### config.mk
export PLATFORM = sky130hd
export DESIGN_NAME = credit_tracker_flat
export DESIGN_NICKNAME = d
export VERILOG_FILES = /design/src/rtl/credit_tracker_if.sv /design/src/rtl/credit_tracker.sv /design/src/flat_wrapper.sv
export SDC_FILE = /design/constraint.sdc
export NUM_CORES = 1
export LEC_CHECK = 0
export CAP_MARGIN = 10
export CORE_MARGIN = 10
export CORE_UTILIZATION = 50
export DETAILED_ROUTE_END_ITERATION = 7
export PLACE_DENSITY = 0.81
export SLEW_MARGIN = 20
export SYNTH_ARGS = -nofsm -noshare
export SYNTH_HDL_FRONTEND = slang
export SYNTH_SLANG_ARGS = --single-unit
### constraint.sdc
create_clock -name clk -period 2.41 [get_ports clk]
set_input_delay 0.3615 -clock clk [delete_from_list [all_inputs] [get_ports clk]]
set_output_delay 0.3615 -clock clk [all_outputs]
set_load 0.1 [all_outputs]
### src/rtl/credit_tracker_if.sv
// Credit tracker bus: allocator/downstream strobes in, per-VC credit state out.
interface credit_tracker_if #(
  parameter int NUM_VC = 2,
  parameter int CW     = 3
);
  logic [NUM_VC-1:0]    decr_i;
  logic [NUM_VC-1:0]    incr_i;
  logic [NUM_VC-1:0]    credit_en_o;
  logic [NUM_VC-1:0]    credit_low_o;
  logic [NUM_VC*CW-1:0] credit_cnt_o;
  logic                 all_home_o;
  logic [NUM_VC-1:0]    err_underflow_o;
  logic [NUM_VC-1:0]    err_overflow_o;

  // Allocator / credit-return side.
  modport master (
    output decr_i, incr_i,
    input  credit_en_o, credit_low_o, credit_cnt_o, all_home_o,
           err_underflow_o, err_overflow_o
  );

  // Tracker side.
  modport slave (
    input  decr_i, incr_i,
    output credit_en_o, credit_low_o, credit_cnt_o, all_home_o,
           err_underflow_o, err_overflow_o
  );
endinterface

### src/rtl/credit_tracker.sv
// Per-output-port credit tracker: NUM_VC independent saturating credit
// counters with low-watermark, all-home and sticky error flags.

// One VC lane: saturating counter plus sticky error flags.
module credit_vc #(
  parameter int DEPTH  = 4,
  parameter int LOW_WM = 1,
  parameter int CW     = 3
) (
  input  logic          clk,
  input  logic          rst,
  input  logic          decr,
  input  logic          incr,
  output logic [CW-1:0] cnt,
  output logic          en,
  output logic          low,
  output logic          home,
  output logic          uf,
  output logic          of
);
  localparam logic [CW-1:0] FULL = CW'(DEPTH);
  localparam logic [CW-1:0] LOW  = CW'(LOW_WM);

  logic is_zero;
  logic is_full;

  assign is_zero = (cnt == '0);
  assign is_full = (cnt == FULL);

  // Counter update: simultaneous incr+decr cancels at any count; single
  // strobes saturate at 0/FULL (checked before the add, so no wrap when FULL
  // is all-ones) and latch the matching sticky error.
  always_ff @(posedge clk) begin
    if (rst) begin
      cnt <= FULL;
      uf  <= 1'b0;
      of  <= 1'b0;
    end else begin
      case ({decr, incr})
        2'b10: begin
          if (is_zero) uf  <= 1'b1;
          else         cnt <= cnt - CW'(1);
        end
        2'b01: begin
          if (is_full) of  <= 1'b1;
          else         cnt <= cnt + CW'(1);
        end
        default: ;
      endcase
    end
  end

  // Status flags are decoded from registered state only.
  assign en   = ~is_zero;
  assign low  = (cnt <= LOW);
  assign home = is_full;
endmodule

// Top: array of VC lanes wired onto the tracker bus.
module credit_tracker #(
  parameter int NUM_VC = 2,
  parameter int DEPTH  = 4,
  parameter int LOW_WM = 1,
  parameter int CW     = $clog2(DEPTH + 1)
) (
  input  logic              clk,
  input  logic              rst,
  credit_tracker_if.slave   bus
);
  logic [NUM_VC-1:0][CW-1:0] cnt;
  logic [NUM_VC-1:0]         en;
  logic [NUM_VC-1:0]         low;
  logic [NUM_VC-1:0]         home;
  logic [NUM_VC-1:0]         uf;
  logic [NUM_VC-1:0]         of;

  for (genvar v = 0; v < NUM_VC; v++) begin : g_vc
    credit_vc #(
      .DEPTH  (DEPTH),
      .LOW_WM (LOW_WM),
      .CW     (CW)
    ) u_vc (
      .clk  (clk),
      .rst  (rst),
      .decr (bus.decr_i[v]),
      .incr (bus.incr_i[v]),
      .cnt  (cnt[v]),
      .en   (en[v]),
      .low  (low[v]),
      .home (home[v]),
      .uf   (uf[v]),
      .of   (of[v])
    );
  end

  // Packed array layout puts VC v at bits [v*CW +: CW].
  assign bus.credit_cnt_o    = cnt;
  assign bus.credit_en_o     = en;
  assign bus.credit_low_o    = low;
  assign bus.all_home_o      = &home;
  assign bus.err_underflow_o = uf;
  assign bus.err_overflow_o  = of;
endmodule

### src/flat_wrapper.sv
// flat-port wrapper written by rule: the top's interface ports become plain ports
module credit_tracker_flat 
#(
  parameter int NUM_VC = 2,
  parameter int DEPTH  = 4,
  parameter int LOW_WM = 1,
  parameter int CW     = $clog2(DEPTH + 1)
)
  (clk, rst, bus_decr_i, bus_incr_i, bus_credit_en_o, bus_credit_low_o, bus_credit_cnt_o, bus_all_home_o, bus_err_underflow_o, bus_err_overflow_o);
  credit_tracker_if #(.NUM_VC(NUM_VC), .CW(CW)) bus_i ();
  input  logic clk;
  input  logic rst;
  input wire logic [$bits(bus_i.decr_i)-1:0] bus_decr_i;
  input wire logic [$bits(bus_i.incr_i)-1:0] bus_incr_i;
  output wire logic [$bits(bus_i.credit_en_o)-1:0] bus_credit_en_o;
  output wire logic [$bits(bus_i.credit_low_o)-1:0] bus_credit_low_o;
  output wire logic [$bits(bus_i.credit_cnt_o)-1:0] bus_credit_cnt_o;
  output wire logic [$bits(bus_i.all_home_o)-1:0] bus_all_home_o;
  output wire logic [$bits(bus_i.err_underflow_o)-1:0] bus_err_underflow_o;
  output wire logic [$bits(bus_i.err_overflow_o)-1:0] bus_err_overflow_o;
  assign bus_i.decr_i = bus_decr_i;
  assign bus_i.incr_i = bus_incr_i;
  assign bus_credit_en_o = bus_i.credit_en_o;
  assign bus_credit_low_o = bus_i.credit_low_o;
  assign bus_credit_cnt_o = bus_i.credit_cnt_o;
  assign bus_all_home_o = bus_i.all_home_o;
  assign bus_err_underflow_o = bus_i.err_underflow_o;
  assign bus_err_overflow_o = bus_i.err_overflow_o;
  credit_tracker #(.NUM_VC(NUM_VC), .DEPTH(DEPTH), .LOW_WM(LOW_WM), .CW(CW)) u_core (.clk(clk), .rst(rst), .bus(bus_i));
endmodule
==> results.py <==
metrics = {
    "drt": {
        "ant_nets": 0,
        "drt_pre_antenna_iters": 4,
        "vias": 680,
        "remaining_drc_errors": 0,
        "wl_per_cell_um": 14.10,
        "wl_um": 1692,
        "vias_per_cell": 5.667,
        "first_iter_violations": 24,
    },
    "sta": {
        "relSlewSlack_pct": 65.49,
        "setup_tns_ps": 0,
        "rsz0062_at_grt": "false",
        "hold_viol": 0,
        "finalClockSkew_ps": 2.232,
        "fin_crit_sh_pct": 82.48,
        "fin_ws_ps": 422.1,
        "hold_slack_ps": 470.4,
        "period_needed_ps": 1988,
        "fmax_ghz": 0.5030,
        "setup_violations": 0,
        "tightestPinTransition_ps": 516.5,
        "report.final.slew_viol_count": 0,
    },
    "logic_synthesis": {
        "synth_warnings": 0,
        "synthTopCellsByArea": "dfxtp_1, ha_1, buf_4",
        "synth.distinct_cells": 30,
        "yosys-mux-area-fraction_pct": 0,
        "yosys-top-cells-count": "nor2_1, dfxtp_1, buf_4, ha_1, inv_1",
        "synth_edf_count": 0,
        "syn_area_um2": 749.5,
        "synth_xor_xnor_area_share_pct": 3.506,
        "ys.flop_type": "dfxtp_1",
        "yosys.area.top_type": "dfxtp_1",
        "synth_compound_area_share_pct": 22.70,
        "synth.most_common_cell": "nor2_1",
        "synth_top_cell_area_share_pct": 26.71,
        "synth_nets": 107,
        "synth_sequential_area_ratio_pct": 26.71,
        "avgSynthCellArea_um2": 8.059,
        "synth_fa_ha_area_share_pct": 13.36,
        "synth-seq-cells": 10,
        "synth_cells": 93,
        "synth-simple-area-share_pct": 18.86,
        "async_flop_share_pct": 0,
        "synth_top_family_by_area": "compound AO/OA/AOI/OAI gates",
    },
    "cts": {
        "post_cts_buffers": 0,
        "hold_buffers": 0,
        "cts_made_buffers": 3,
        "cts_max_level": 1,
        "cts_tree": "done",
        "clk_latency_ps": 270,
        "ctsResizeCount": 0,
        "root_buffer": "clkbuf_4",
        "clk_path_buf_depth": 2,
        "cts_num_sinks": 10,
        "clkTransAtPathRegs_ps": 70,
    },
    "floorplanning": {
        "io_pins": 21,
        "dieArea_mm2": 0.003447,
        "row_count": 13,
        "fp.dieW_um": 58.72,
        "dieHeight_um": 58.72,
        "initial_core_util_pct": 55.51,
        "core-area_mm2": 0.001350,
    },
    "place": {
        "dpl_worst_slack_ps": 519.9,
        "place_area_um2": 877.1,
        "io_buffers": 20,
        "placed_cells": 116,
        "gp_congestion": 0.8130,
        "hpwl_um": 1316,
    },
    "power_and_ir_drop": {
        "powerDensity_mw_per_mm2": 1088,
        "finalPower_uw": 993.9,
        "p_leak_nw": 0.4049,
        "vdd_ir_drop_max_v": 0.0005860,
    },
    "cells_and_area": {
        "post-route-util_pct": 67.66,
        "diodes": 0,
        "areaGrowthSynthToFinish_pct": 21.87,
        "fillers": 112,
        "fin_cells": 120,
        "layout.nets": 120,
        "drive_above_1_share_pct": 26.67,
        "design_area_um2": 913.4,
    },
    "global_route": {
        "grt_pass1_wl_um": 2753,
        "grt_pass1_vias": 618,
        "antenna_found_initial": 0,
        "grt_use_total_pct": 9.961,
        "grt_max_degree": 13,
        "grt-ovfl-total": 0,
    },
    "status": {
        "status": "completed",
    },
    "critical_path": {
        "arrival_ps": 1630,
        "critPathLaunchType": "flop",
        "crit_fanout": 6,
        "cp-end-kind": "primary output",
        "crit_type": "flop to primary output",
        "required_ps": 2050,
    },
    "hold_path": {
        "hp-class": "flop to flop",
    },
    "flow_run": {
        "cap_violations": 0,
    },
}
[power breakdown]
part | internal, mW | switching [mW] | leakage, nW
clock network | 0.0920 | 0.0641 | 0.0210
logic | 0.169 | 0.444 | 0.301
registers | 0.193 | 0.0322 | 0.0829
[final timing paths]
check | from | end | slack (ps) | cells past startpoint
worst max register to register | u_core.g_vc[0].u_vc.cnt[1] | u_core.g_vc[0].u_vc.cnt[1] | 850 | 6
worst max-delay path | u_core.g_vc[1].u_vc.cnt[1] | bus_all_home_o | 420 | 5
worst min register to register | u_core.g_vc[1].u_vc.uf | u_core.g_vc[1].u_vc.uf | 470 | 2
worst min-delay path | u_core.g_vc[1].u_vc.uf | u_core.g_vc[1].u_vc.uf | 470 | 2
[cell usage in the layout, fill, tap and decap left out, types with 2 or more instances in the layout]
master            n
dfxtp_2           6
buf_4            14
ha_1              8
inv_1             7
nor2_1           12
clkdlybuf4s50_1   5
clkbuf_4          3
dfxtp_1           4
a21oi_1           4
nor2b_1           6
nand2b_1          2
nand3_1           2
nand2_1           4
a31oi_1           5
a32oi_1           2
xnor2_1           3
o21ai_0           3
[area by class of cell]
type | count | area (um2) | area share (%)
Timing Repair Buffer | 20 | 175.2 | 19.18
Inverter | 7 | 26.28 | 2.877
Tap cell | 15 | 18.77 | 2.055
Sequential cell | 10 | 207.7 | 22.74
Multi-Input combinational cell | 64 | 449.2 | 49.18
Clock buffer | 4 | 36.28 | 3.973
[per-layer routing]
metal  vias up  global-route usage, %  routed length [um]
li1        335                      -                   -
met1       321                  12.11                 805
met2        20                  14.42                 734
met3         4                  4.936                 128
met4         0                  4.262                  23
met5         -                      0                   0
[kinds of logic after synthesis]
| family | Yosys count |
|---|---|
| xor+xnor | 3 |
| fa+ha+maj | 8 |
| flops | 10 |
| simple gates | 29 |
| compound gates | 24 |
| buf+inv | 19 |
[registers in the layout, summed over array words and instances, names as in the netlist]
register / flops
u_core.g_vc.u_vc.of: 2
u_core.g_vc.u_vc.uf: 2
u_core.g_vc.u_vc.cnt: 6
[worst max-delay path: stages (launching register included)]
cell	delay, ps
dfxtp_2	350
inv_1	120
ha_1	280
inv_1	160
nor3_4	250
buf_12	200
No activity file was read; power rests on OpenSTA's default activity.
